==> src/rtl/fp8_mul_arbiter.sv <==
// Round-robin scheduler sharing one combinational E4M3 multiplier across NREQ requesters.
// Optional build macro FP8_ZERO_BYPASS_EN forces exact signed-zero products at response capture.
module fp8_mul_arbiter #(
  parameter int NREQ = 4,
  parameter int IDW  = 2,
  parameter int CNTW = 16
) (
  input  logic              clk,
  input  logic              rst_n,
  input  logic              ena,
  input  logic [NREQ-1:0]   req_valid,
  output logic [NREQ-1:0]   req_ready,
  input  logic [8*NREQ-1:0] req_a,
  input  logic [8*NREQ-1:0] req_b,
  output logic [7:0]        mul_a,
  output logic [7:0]        mul_b,
  input  logic [7:0]        mul_p,
  output logic              rsp_valid,
  input  logic              rsp_ready,
  output logic [IDW-1:0]    rsp_id,
  output logic [7:0]        rsp_data,
  output logic              busy,
  output logic [CNTW-1:0]   op_count
);

  logic            s1_valid_q, s1_valid_d;
  logic [7:0]      mul_a_q, mul_a_d;
  logic [7:0]      mul_b_q, mul_b_d;
  logic [IDW-1:0]  s1_id_q, s1_id_d;
  logic            rsp_valid_q, rsp_valid_d;
  logic [7:0]      rsp_data_q, rsp_data_d;
  logic [IDW-1:0]  rsp_id_q, rsp_id_d;
  logic [CNTW-1:0] op_count_q, op_count_d;
  logic [IDW-1:0]  rr_last_q, rr_last_d;

  logic            s2_adv;
  logic            s1_adv;
  logic            s1_free;
  logic [NREQ-1:0] req_rot;
  logic            grant_hit;
  int              grant_off;
  logic [IDW-1:0]  grant_id;
  logic            take;
  logic [7:0]      sel_a;
  logic [7:0]      sel_b;
  logic [7:0]      cap_data;

  always_comb begin
    s2_adv  = ena & (~rsp_valid_q | rsp_ready);
    s1_adv  = s1_valid_q & s2_adv;
    s1_free = ena & (~s1_valid_q | s2_adv);
  end

  // Rotate so bit 0 is the requester just after rr_last; the lowest set bit wins.
  always_comb begin
    grant_hit = 1'b0;
    grant_off = 0;
    req_rot   = NREQ'({req_valid, req_valid} >> (int'(rr_last_q) + 1));
    for (int i = NREQ - 1; i >= 0; i--) begin
      if (req_rot[i]) begin
        grant_hit = 1'b1;
        grant_off = i;
      end
    end
    grant_id = IDW'((int'(rr_last_q) + 1 + grant_off) % NREQ);
  end

  always_comb begin
    take      = s1_free & grant_hit;
    req_ready = '0;
    if (take) begin
      req_ready = NREQ'(1) << grant_id;
    end
  end

  always_comb begin
    sel_a = '0;
    sel_b = '0;
    for (int i = 0; i < NREQ; i++) begin
      if (grant_id == IDW'(i)) begin
        sel_a = req_a[8*i +: 8];
        sel_b = req_b[8*i +: 8];
      end
    end
  end

  // The shared multiplier mishandles exact zeros; the bypass substitutes a signed zero.
  always_comb begin
`ifdef FP8_ZERO_BYPASS_EN
    if ((mul_a_q[6:0] == 7'd0) || (mul_b_q[6:0] == 7'd0)) begin
      cap_data = {mul_a_q[7] ^ mul_b_q[7], 7'd0};
    end else begin
      cap_data = mul_p;
    end
`else
    cap_data = mul_p;
`endif
  end

  always_comb begin
    s1_valid_d  = s1_valid_q;
    mul_a_d     = mul_a_q;
    mul_b_d     = mul_b_q;
    s1_id_d     = s1_id_q;
    rr_last_d   = rr_last_q;
    rsp_valid_d = rsp_valid_q;
    rsp_data_d  = rsp_data_q;
    rsp_id_d    = rsp_id_q;
    op_count_d  = op_count_q;

    if (take) begin
      s1_valid_d = 1'b1;
      mul_a_d    = sel_a;
      mul_b_d    = sel_b;
      s1_id_d    = grant_id;
      rr_last_d  = grant_id;
    end else if (s1_adv) begin
      s1_valid_d = 1'b0;
    end

    if (s2_adv) begin
      rsp_valid_d = s1_valid_q;
      rsp_id_d    = s1_id_q;
      rsp_data_d  = cap_data;
    end

    if (ena && rsp_valid_q && rsp_ready && (op_count_q != {CNTW{1'b1}})) begin
      op_count_d = op_count_q + CNTW'(1);
    end
  end

  always_ff @(posedge clk) begin
    if (!rst_n) begin
      s1_valid_q  <= 1'b0;
      mul_a_q     <= '0;
      mul_b_q     <= '0;
      s1_id_q     <= '0;
      rr_last_q   <= IDW'(NREQ - 1);
      rsp_valid_q <= 1'b0;
      rsp_data_q  <= '0;
      rsp_id_q    <= '0;
      op_count_q  <= '0;
    end else begin
      s1_valid_q  <= s1_valid_d;
      mul_a_q     <= mul_a_d;
      mul_b_q     <= mul_b_d;
      s1_id_q     <= s1_id_d;
      rr_last_q   <= rr_last_d;
      rsp_valid_q <= rsp_valid_d;
      rsp_data_q  <= rsp_data_d;
      rsp_id_q    <= rsp_id_d;
      op_count_q  <= op_count_d;
    end
  end

  assign mul_a     = mul_a_q;
  assign mul_b     = mul_b_q;
  assign rsp_valid = rsp_valid_q;
  assign rsp_data  = rsp_data_q;
  assign rsp_id    = rsp_id_q;
  assign op_count  = op_count_q;
  assign busy      = s1_valid_q | rsp_valid_q;

endmodule

==> config.mk <==
export PLATFORM = sky130hd
export DESIGN_NAME = fp8_mul_arbiter
export DESIGN_NICKNAME = d
export VERILOG_FILES = /design/src/rtl/fp8_mul_arbiter.sv
export SDC_FILE = /design/constraint.sdc
export NUM_CORES = 1
export LEC_CHECK = 0
export ABC_CLOCK_PERIOD_IN_PS = 3600
export CORE_ASPECT_RATIO = 0.6
export CORE_MARGIN = 3
export CORE_UTILIZATION = 44
export DETAILED_ROUTE_END_ITERATION = 10
export PLACE_DENSITY_LB_ADDON = 0.25
export SETUP_SLACK_MARGIN = 0.2
export SLEW_MARGIN = 20
export SYNTH_ARGS = -nofsm -noshare
export SYNTH_HDL_FRONTEND = slang
export SYNTH_SLANG_ARGS = --single-unit
export TNS_END_PERCENT = 1
==> constraint.sdc <==
create_clock -name clk -period 3.6 [get_ports clk]
set_clock_uncertainty 0.15 [all_clocks]
set_input_delay 0.36 -clock clk [delete_from_list [all_inputs] [get_ports clk]]
set_output_delay 0.36 -clock clk [all_outputs]
set_load 0.01 [all_outputs]
# Word level (Yosys, flattened, before mapping)
# Cells that the tools add are included.
# Widths: inputs -> output; s select.
[classes] addsub=3 n_eq_ne=4 n_shift=2 mux=19 n_bitwise=9 reduce_logical=5
[ops] op="$mux 8" n=8
[ops] op="$add 16x1->16 const B" n=1
[ops] op="$ne 16x16->1 const B" n=1
[ops] op="$mux 2" n=4
[ops] op="$shr 8x3->4" n=1
[ops] op="$mux 1" n=6
[ops] op="$and 1x1->1" n=4
[ops] op="$eq 2x2->1 const B" n=2
[ops] op="$mux 4" n=1
[ops] op="$shl 1x2->4 const A" n=1
[ops] op="$add 2x1->3 const B" n=1
[ops] op="$logic_and 1x1->1" n=3
[ops] op="$or 1x1->1" n=3
[ops] op="$add 2x2->2" n=1
[ops] op="$eq 2x1->1 const B" n=1
[ops] op="$logic_not 2->1" n=1
[ops] op="$not 1->1" n=2
[ops] op="$reduce_bool 2->1" n=1
[word_totals] ff_bits=48 input_bits=80 output_inout_bits=48 wordCells=51

# Logic depth before layout (Yosys ltp)
[depth] word_depth=12 ltp_mapped=13 depth_no_buf=11

# Worst setup path before layout
# No wires, ideal clock.
[synth_timing] kind="reg2out" start="register rr_last_q[0]" end="output req_ready[0]" arrival_ps=2283 required_ps=3090 slack_ps=807 path_stages_with_launch=10 path_buffers=2 cell_sequence="dfxtp_1 > inv_2 > o311a_1 > o221ai_1 > ha_1 > xnor2_4 > xnor2_1 > buf_2 > buf_2 > nor3_1"
[synth_between] elab_chain_cells=9 word_cells_on_any_way=14 cone_classes="add/sub: 2; shift: 2; mux: 9; bitwise: 1"
[synth_rtl] element="start, declared" line="34" text="logic [IDW-1:0] rr_last_q, rr_last_d;"
[synth_rtl] element="start signal, assigned" line="138" text="rr_last_q <= IDW'(NREQ - 1);"
[synth_rtl] element="start signal, assigned" line="148" text="rr_last_q <= rr_last_d;"
[synth_rtl] element="$add 2x1->3 (*)" line="65" text="grant_id = IDW'((int'(rr_last_q) + 1 + grant_off) % NREQ);"
[synth_rtl] element="$shr 8x3->4" line="58" text="req_rot = NREQ'({req_valid, req_valid} >> (int'(rr_last_q) + 1));"
[synth_rtl] element="$mux 2 (4 in series)" line="60" text="if (req_rot[i]) begin"
[synth_rtl] element="$add 2x2->2" line="65"
[synth_rtl] element="$shl 1x2->4" line="72" text="req_ready = NREQ'(1) << grant_id;"
[synth_rtl] element="$mux 4 (*)" line="71" text="if (take) begin"
[synth_rtl] element="end, declared" line="12" text="output logic [NREQ-1:0] req_ready,"
# Every way passes the cells marked *; elsewhere a longest branch is shown, timed or not.

# Final worst setup path
[layout_timing] start="input req_valid[3]" end="output req_ready[1]"
[layout_between] elab_chain_cells=8 word_cells_on_any_way=13 cone_classes="add/sub: 1; shift: 2; mux: 9; bitwise: 1"
[layout_rtl] element="start, declared" line="11" text="input logic [NREQ-1:0] req_valid,"
[layout_rtl] element="$shr 8x3->4 (*)" line="58"
[layout_rtl] element="$mux 2 (4 in series)" line="60"
[layout_rtl] element="$add 2x2->2" line="65"
[layout_rtl] element="$shl 1x2->4" line="72"
[layout_rtl] element="$mux 4 (*)" line="71"
# Marked as above.

==> flow_summary.ini <==
[synth]
ys_types = 54
synth_commonest_cells = nor2_1 (59), dfxtp_1 (48), mux2i_1 (39)
synth.most_common_cell = nor2_1
ys_seq_area_share_pct = 29.6
synth_area_leaders = dfxtp_1 (30%), mux2i_1 (12%), nor2_1 (6.8%)
syn_nets = 457
synth_flop_cell = dfxtp_1
async_flop_share_pct = 0
synth_cells = 375
ys_warn_count = 0
avgSynthCellArea_um2 = 8.65
synth-edff-count = 0
ys_ff_latch = 48
netlist_area_mm2 = 0.00324
synth_top_cell_area_share_pct = 29.6
yosysTopAreaCell = dfxtp_1

[sta]
tns_ns = 0
setup_ws_ns = 0.178
fin_crit_sh_pct = 95.0
setup_viol = 0
min_period_ns = 3.42
whs_ns = 0.330
fmax_ghz = 0.292
tightest_slew_ns = 0.799
hold_violations = 0
slew_viol_final = 0
slew_headroom_pct = 46.4
rsz0062_at_grt = yes

[setup_path]
crit_path_end_kind = primary output
crit_required_ns = 3.09
startpoint = req_valid[3]
r2r_start = rr_last_q[0]
max_stage_delay_ns = 0.55
path_max_fanout = 6
rr_endpoint = mul_a[5]
critPathArrivalTime_ns = 2.91
reg2regPathDepth = 11
rrSetupSlack_ns = 0.57
worstSetupPathType = in -> out
startpoint_type = primary input
crit_slowest_cell = clkdlybuf4s50_1
crit_chain = clkdlybuf4s50_1, nand2_1, nor2_1, a211oi_1, o221ai_1, ha_2, xnor2_4, xnor2_4, buf_4, nor2_1, clkdlybuf4s50_1

[routing]
drc_errors = 0
drt_iter0_drc = 271
routed_wl_um = 10300
vias_per_cell = 5.72
first_pass_iters = 5
vias = 3318
drtAntennaViolNets = 0
wire_per_inst_um = 17.8

[layout]
final_layout_size_suffix_gt1_share_pct = 8.72
diodes = 0
fill_cells = 548
area_growth_pct = 45.6
nets = 575

[hold_path]
min_to = s1_id_q[1]
hold_start = s1_id_q[1]
worstHoldPathType = reg -> reg
min_path_cells = 2

[die]
io_pins = 128
start_util_pct = 47.0
die-area_mm2 = 0.00847
die_h_um = 72.5
num_rows = 23
core_area_mm2 = 0.00691
chipWidth_um = 117

[clocking]
cts.sinks = 48
numCtsBuffers = 5
htreeDepth = 2
cts_hold_buf = 0
cts_tree = built
cts_root_buffer = clkbuf_16
clkTransAtPathRegs_ns = 0.06
post_cts_buffers = 0
clockBufferDepth = 2
clock_latency_ns = 0.29

[grt]
antenna_found_initial = 0
grt_pass1_wl_um = 16400
grt_max_degree = 43
gr-usage-all-layers_pct = 24.3
grt_overflow_total = 0
grt_pass1_vias = 3142

[status]
status = completed

[placement]
port_buffers = 127
place_congestion = 0.897
pre_cts_slack_ns = 0.105
hpwlAfterDp_um = 7680

[pwr]
vdd_drop_max_mv = 0.284
p_per_area_mw_per_mm2 = 422
power_leakage_nw = 1.71

[job]
max_cap_violations = 0
==> state kept, by name (all words and copies together), names as in the netlist <==
signal and count:
mul_a 8, rsp_data 8, rsp_id 2, mul_b 8
s1_id_q 2, s1_valid_q 1, rr_last_q 2, op_count 16
rsp_valid 1
==> repair_timing <==
action / CTS / global route
setup endpoints to repair: 3 / 4
resized for setup: 4 / 2
pin swaps: 0 / 1
==> per-stage QoR <==
stage                     instance area, um2  std cells  power (mW)  utilization [%]
after floorplan                         3240        375        1.22                -
after global placement                  4570        573        1.51             66.2
after detailed placement                4570        573        1.53             66.2
after CTS                               4720        580        1.99             68.3
after global routing                    4720        580        2.11             68.4
final                                   4720        580        1.99             68.4
==> worst max-delay path, delay by kind of cell <==
kind / cells / cell delay [ns]
buffers and inverters: 3 / 1.22
AOI/OAI and AO/OA: 2 / 0.44
xor gates and xnor gates: 2 / 0.35
and+or+nand+nor: 3 / 0.29
adders and majority gates: 1 / 0.25
==> power by group <==
part           total (mW)  switching, mW  internal (mW)
registers           0.642         0.0546          0.587
logic               0.906          0.478          0.428
clock network       0.445          0.192          0.253
total                1.99          0.725           1.27
==> cell usage in the layout, fill, tap and decap left out, drive strengths merged, types with 2 or more instances in the layout <==
| master | instances |
|---|---|
| a2111oi | 13 |
| a211oi | 28 |
| a21boi | 3 |
| a21oi | 4 |
| a22o | 3 |
| a32oi | 13 |
| and2 | 17 |
| and3 | 3 |
| and4 | 2 |
| buf | 14 |
| clkbuf | 6 |
| clkdlybuf4s50 | 125 |
| dfxtp | 48 |
| ha | 2 |
| inv | 5 |
| mux2 | 6 |
| mux2i | 39 |
| nand2 | 19 |
| nand2b | 2 |
| nand3 | 9 |
| nand3b | 6 |
| nand4 | 4 |
| nor2 | 59 |
| nor2b | 12 |
| nor3 | 2 |
| o2111ai | 2 |
| o211ai | 5 |
| o21ai | 10 |
| xnor2 | 15 |
| xor2 | 3 |
==> cells by family (layout without fill, tap and decap cells) <==
| group | count (synthesis) | in the layout | share of synthesized area, % |
|---|---|---|---|
| mux | 45 | 45 | 14.4 |
| simple gates | 138 | 138 | 21.1 |
| buf+inv | 35 | 153 | 6.02 |
| fa+ha+maj | 2 | 2 | 0.771 |
| compound gates | 89 | 89 | 22.5 |
| xor+xnor | 18 | 18 | 5.67 |
| flops | 48 | 48 | 29.6 |
==> layer usage <==
metal  vias up  share of wire [%]  track usage (%)  wire, um
met5         -                  0                0         0
met4         0               0.49             2.93        51
met3         6                8.9             7.58       916
met2       135                 41             34.2      4270
met1      1560                 49             37.2      5070
li1       1617                  -                -         -
==> layout make-up <==
| cell class | count | area, um2 | area share, % |
|---|---|---|---|
| Multi-Input combinational cell | 292 | 2120 | 44.9 |
| Timing Repair Buffer | 141 | 1380 | 29.2 |
| Sequential cell | 48 | 962 | 20.4 |
| Clock buffer | 6 | 129 | 2.73 |
| Tap cell | 87 | 109 | 2.31 |
| Inverter | 5 | 18.8 | 0.397 |
| Clock inverter | 1 | 5.00 | 0.106 |
==> worst max-delay path by stage <==
stage                    to  slack (ns)  cells after the start
6_report       req_ready[1]        0.18                     11
5_1_grt        req_ready[1]        0.09                     11
4_1_cts        req_ready[2]        0.23                      8
3_5_place_dp   req_ready[2]        0.11                      9
3_3_place_gp   req_ready[2]        0.16                      9
2_1_floorplan  req_ready[0]        0.81                      9
(Power assumes the default switching activity.)
==> variant 1 (same flow settings) <==
Set the parameter `IDW` to 4 (it was 2).
--- a/src/rtl/fp8_mul_arbiter.sv
+++ b/src/rtl/fp8_mul_arbiter.sv
@@ -2,7 +2,7 @@
 // Optional build macro FP8_ZERO_BYPASS_EN forces exact signed-zero products at response capture.
 module fp8_mul_arbiter #(
   parameter int NREQ = 4,
-  parameter int IDW  = 2,
+  parameter int IDW  = 4,
   parameter int CNTW = 16
 ) (
   input  logic              clk,
Ports: changed (resized rsp_id); port bits go from 128 to 130. No check against the original RTL was run, so the function may have changed too.
==> variant 1 against the original RTL <==
- area after synthesis up 5.2%
- clock power up 19%
- critical path depth up 1
- worst setup slack better by 0.15 ns
- non-clock buffer count up 6
- total power up 7.0%
- final area up 4.9%
- routed wire length up 2.0%
- synthesized cell count up 15%
- sequential cell count unchanged
- critical endpoint is now req_ready[2]
- highest routed layer unchanged
==> variant 1: results (changes against the original RTL) <==
[detailed_routing]
top_layer_used = met4
met2_length_um = 4750  ; +11%
drtIter0Drc = 216  ; -20%
routed-wl-met3_um = 598  ; -35%
first_pass_iters = 5  ; unchanged
wl_um = 10500  ; +2.0%
drt-met1-wl_um = 5100  ; +0.65%
vias_per_cell = 5.56  ; -2.8%

[finish]
final_nets = 631  ; +9.7%
fill_cells = 647  ; +18%
diodes = 0  ; unchanged
finalNonFillerCells = 654  ; +13%
largest_reg_flops = 16  ; unchanged
fin_area_um2 = 4950  ; +4.9%
drive_gt1_share_pct = 10.0  ; +1.3 points

[yosys]
ys_seq_area_share_pct = 28.2  ; -1.5 points
yosys_warnings = 0  ; unchanged
syn_area_per_cell_um2 = 7.90  ; -8.7%
postSynth.asyncResetShare_pct = 0  ; unchanged
synthTopCellsByCount = dfxtp_1, nor3_1, a21oi_1
netlist_top_cells_area = dfxtp_1, mux2i_1, o41ai_2
synth_cell_type_count = 49  ; -9.3%

[place]
hpwl_um = 7820  ; +1.8%
place_ws_ns = -0.0988  ; -0.204 ns
placed_area_um2 = 4780  ; +4.6%
gp_congestion = 0.847  ; -5.6%
io_buffers = 127  ; unchanged

[grt]
met2_usage_pct = 37.8  ; +3.7 points
grtUsageMet3_pct = 5.55  ; -2.0 points
grtUsageMet1_pct = 31.8  ; -5.4 points
grt_pass1_wl_um = 16800  ; +2.4%
antenna_found_initial = 0  ; unchanged
grt_max_degree = 85  ; +98%
first_global_vias = 3401  ; +8.2%
grtUsageTotal_pct = 23.2  ; -1.1 points

[min_path]
hp-class = flip-flop to flip-flop

[clocking]
clk_latency_ns = 0.29  ; about the same
clk_transition_reported_paths_ns = 0.06  ; about the same
cts_htree_levels = 2  ; unchanged
cts_buffers = 5  ; unchanged
cts_max_path_buffers = 2  ; unchanged
cts-root-buf = clkbuf_16

[sta]
worstMarginPinSlew_ns = 0.615  ; -0.183 ns

[worst_setup_path]
cp.arrival_ns = 2.76  ; -0.15 ns
crit_fanout = 4  ; -2

[power_and_ir_drop]
worst_ir_drop_vdd_mv = 0.365  ; +28%
p_leak_nw = 1.81  ; +5.9%

[outcome]
status = finished, final reports clean

variant 1: worst paths after layout:
path	slack (ns)	depth (start not counted)	start	to
worst min register to register	0.33	2	s1_id_q[1]	s1_id_q[1]
worst min-delay path	0.33	2	s1_id_q[1]	s1_id_q[1]
worst max-delay path	0.33	12	req_valid[0]	req_ready[2]
worst max register to register	0.62	10	rr_last_q[0]	mul_b[4]
variant 1: timing repair:
item                       4_1_cts  5_1_grt
hold buffers                     0        0
resized for setup                9        5
setup endpoints to repair        4       18
hold endpoints to repair         0        0
buffers inserted                 0        0
variant 1: worst max-delay path, stage by stage:
cell and delay, ns:
clkdlybuf4s50_1 0.52, nor2_1 0.08, or4_1 0.42, nand3_1 0.13
ha_2 0.23, xnor2_4 0.15, xnor2_4 0.16, inv_2 0.06
o21ai_1 0.09, nand2_1 0.10, nor3_1 0.17, dlygate4sd2_1 0.29
variant 1: cell type report:
class                           count  share of cell area [%]
Multi-Input combinational cell    338                    45.2
Timing Repair Buffer              147                    28.8
Sequential cell                    48                    19.4
Tap cell                          104                    2.63
Clock buffer                        6                    2.60
Clock inverter                      2                   0.707
Inverter                            9                   0.682
variant 1: cell families after synthesis:
kind of cell | synth area share (%)
buffers and inverters | 6.90
adder cells (fa/ha/maj) | 0.734
XOR/XNOR | 4.11
other | 0.110
multiplexers | 7.34
flip-flops | 28.2
AO/OA/AOI/OAI | 25.5
AND/OR/NAND/NOR | 27.1
variant 1: where the power goes:
group | internal (mW) | leakage, nW | switching, mW | total, mW
clock | 0.327 | 0.0808 | 0.201 | 0.528
sequential | 0.584 | 0.393 | 0.0385 | 0.622
combinational | 0.438 | 1.34 | 0.544 | 0.982
==> variant 2 (config.mk and constraints unchanged) <==
Made on the original files. Reset style: asynchronous (`rst_n`), changed in one clocked block.
--- a/src/rtl/fp8_mul_arbiter.sv
+++ b/src/rtl/fp8_mul_arbiter.sv
@@ -129,7 +129,7 @@
     end
   end
 
-  always_ff @(posedge clk) begin
+  always_ff @(posedge clk or negedge rst_n) begin
     if (!rst_n) begin
       s1_valid_q  <= 1'b0;
       mul_a_q     <= '0;
Formal check against the unedited RTL: differs if rst_n is asserted again (counterexample within 4 cycles, from zero or initial values and one cycle with rst_n low); with rst_n held inactive, the same outputs for 10 cycles.
==> variant 2 against the original RTL <==
- non-clock buffer count is 4 higher
- final area decreased by 8.6%
- area after synthesis is 15% lower
- core utilization increased by 5.9 points
- register-to-register slack got worse by 0.13 ns
- routed wire length fell by 28%
- sequential cell count stayed put
- count of clock-buffer cells in the layout down 1
- worst setup slack better by 0.048 ns
- sequential share of layout area rose by 7.5 points
- critical path type unchanged
- largest cell class unchanged
- highest routed layer unchanged
Power is not compared: it rests on default switching activity, and its combinational part moved more than twofold at a synthesized area within 25%.
==> variant 2: results (changes against the original RTL) <==
[outcome]
status = finished, final reports clean

[clocking]
cts-root-buf = clkbuf_8
cts_htree_levels = 2  ; unchanged
clk_transition_reported_paths_ns = 0.09  ; +0.03 ns
clk_latency_ns = 0.31  ; +0.02 ns
cts_max_path_buffers = 2  ; unchanged
cts_buffers = 5  ; unchanged

[finish]
multi_input_area_um2 = 1500  ; -29%
largest_reg_flops = 16  ; unchanged
final_nets = 471  ; -18%
drive_gt1_share_pct = 21.0  ; +12 points
fill_cells = 436  ; -20%
diodes = 0  ; unchanged

[place]
hpwl_um = 5840  ; -24%
placed_area_um2 = 4170  ; -8.8%
place_ws_ns = -0.0570  ; -0.162 ns
io_buffers = 127  ; unchanged
gp_congestion = 0.768  ; -14%

[grt]
first_global_vias = 2487  ; -21%
antenna_found_initial = 0  ; unchanged
grtUsageTotal_pct = 21.2  ; -3.1 points
grt_max_degree = 49  ; +14%
grt_pass1_wl_um = 11900  ; -27%

[power_and_ir_drop]
worst_ir_drop_vdd_mv = 0.634
p_leak_nw = 1.81

[yosys]
netlist_top_cells_area = dfrtp_1, mux2_2, mux4_2
postSynth.asyncResetShare_pct = 100  ; +100 points
synthTopCellsByCount = dfrtp_1, mux2_2, nand2_1
synth_cell_type_count = 37  ; -31%
yosys_warnings = 0  ; unchanged
synth_nets = 329  ; -28%
synth_top_flop_cell = dfrtp_1
ys_seq_area_share_pct = 43.7  ; +14 points

[detailed_routing]
wire_per_inst_um = 15.8  ; -11%
route.detailed.drc = 0  ; unchanged
drtIter0Drc = 97  ; -64%
first_pass_iters = 4  ; -1
num_vias = 2427  ; -27%

[sta]
finalSetupViolations = 0  ; unchanged
worstMarginPinSlew_ns = 0.714  ; -0.0844 ns

[worst_setup_path]
crit_fanout = 4  ; -2
cp.arrival_ns = 2.86  ; -0.05 ns

[min_path]
hp-class = flip-flop to flip-flop

[floorplan]
design.die.area_um2 = 7270  ; -14%

variant 2: cell types whose count changed after synthesis, moves of 17 or more:
cell and change:
dfxtp_1 -48, dfrtp_1 +46, nor2_1 -41, mux2i_1 -35
mux2_2 +31, a211oi_1 -25, and2_1 -17
variant 2: per-stage QoR:
step / total power [mW] / cells
floorplan: 2.28 / 247
global placement: 3.07 / 457
detailed placement: 3.13 / 457
CTS: 3.47 / 465
global route: 3.74 / 470
finish: 3.50 / 470
variant 2: cell families (layout without fill, tap and decap cells):
| logic type | count (synthesis) | count (layout) | synth area share, % |
|---|---|---|---|
| AOI/OAI and AO/OA | 36 | 36 | 8.91 |
| adders and majority gates | 2 | 2 | 0.909 |
| and+or+nand+nor | 81 | 81 | 13.7 |
| muxes | 50 | 50 | 24.2 |
| buffers and inverters | 14 | 157 | 2.46 |
| xor gates and xnor gates | 16 | 16 | 6.05 |
| DFF | 48 | 48 | 43.7 |
variant 2: path summary, 6_finish.rpt:
kind,start,end,slack (ns),depth (start not counted)
worst max register to register,rr_last_q[1],mul_a[5],0.44,13
max in group asynchronous,rst_n,mul_a[7],2.43,2
worst min register to register,s1_id_q[0],s1_id_q[0],0.36,2
worst max-delay path,req_valid[1],req_ready[0],0.23,13
min in group asynchronous,rst_n,op_count[9],0.45,2
worst min-delay path,s1_id_q[0],s1_id_q[0],0.36,2
variant 2: per-layer routing:
layer	GRT usage, %	share of wire [%]	wire length (um)	vias up
met5	0	0	0	-
met4	5.20	1.0	76	0
met3	7.64	8.8	651	8
met2	34.3	45	3340	84
met1	27.5	45	3350	1167
li1	-	-	-	1168
variant 2: layout make-up:
type	count	share of cell area (%)
inverters	4	0.348
flip-flops and latches	48	27.9
repair buffers	145	32.7
clock inverters	3	0.435
well taps	80	2.32
clock buffers	5	1.59
multi-input cells	185	34.7
variant 2: timing repair:
item / in CTS / in global routing
endpoints found under the hold margin: 0 / 46
gates resized for setup: 6 / 3
pin swaps: 1 / 1
buffers inserted: 0 / 4
endpoints found under the setup margin: 4 / 4
gates cloned: 0 / 0
hold buffers: 0 / 1
variant 2: worst max-delay path, stage by stage:
cell and delay [ns]:
clkdlybuf4s50_1 0.48, inv_1 0.06, o21ai_0 0.17, a21oi_1 0.09, nor3_1 0.20, a21oi_1 0.08, ha_1 0.22, xnor2_2 0.15
xnor2_2 0.30, buf_4 0.21, xnor2_4 0.08, nor3_1 0.16, dlygate4sd2_1 0.30
variant 2: where the power goes:
group	leakage, nW	switching [mW]	internal (mW)
registers	0.579	0.128	0.725
logic	1.19	1.01	1.31
clock network	0.0479	0.191	0.136
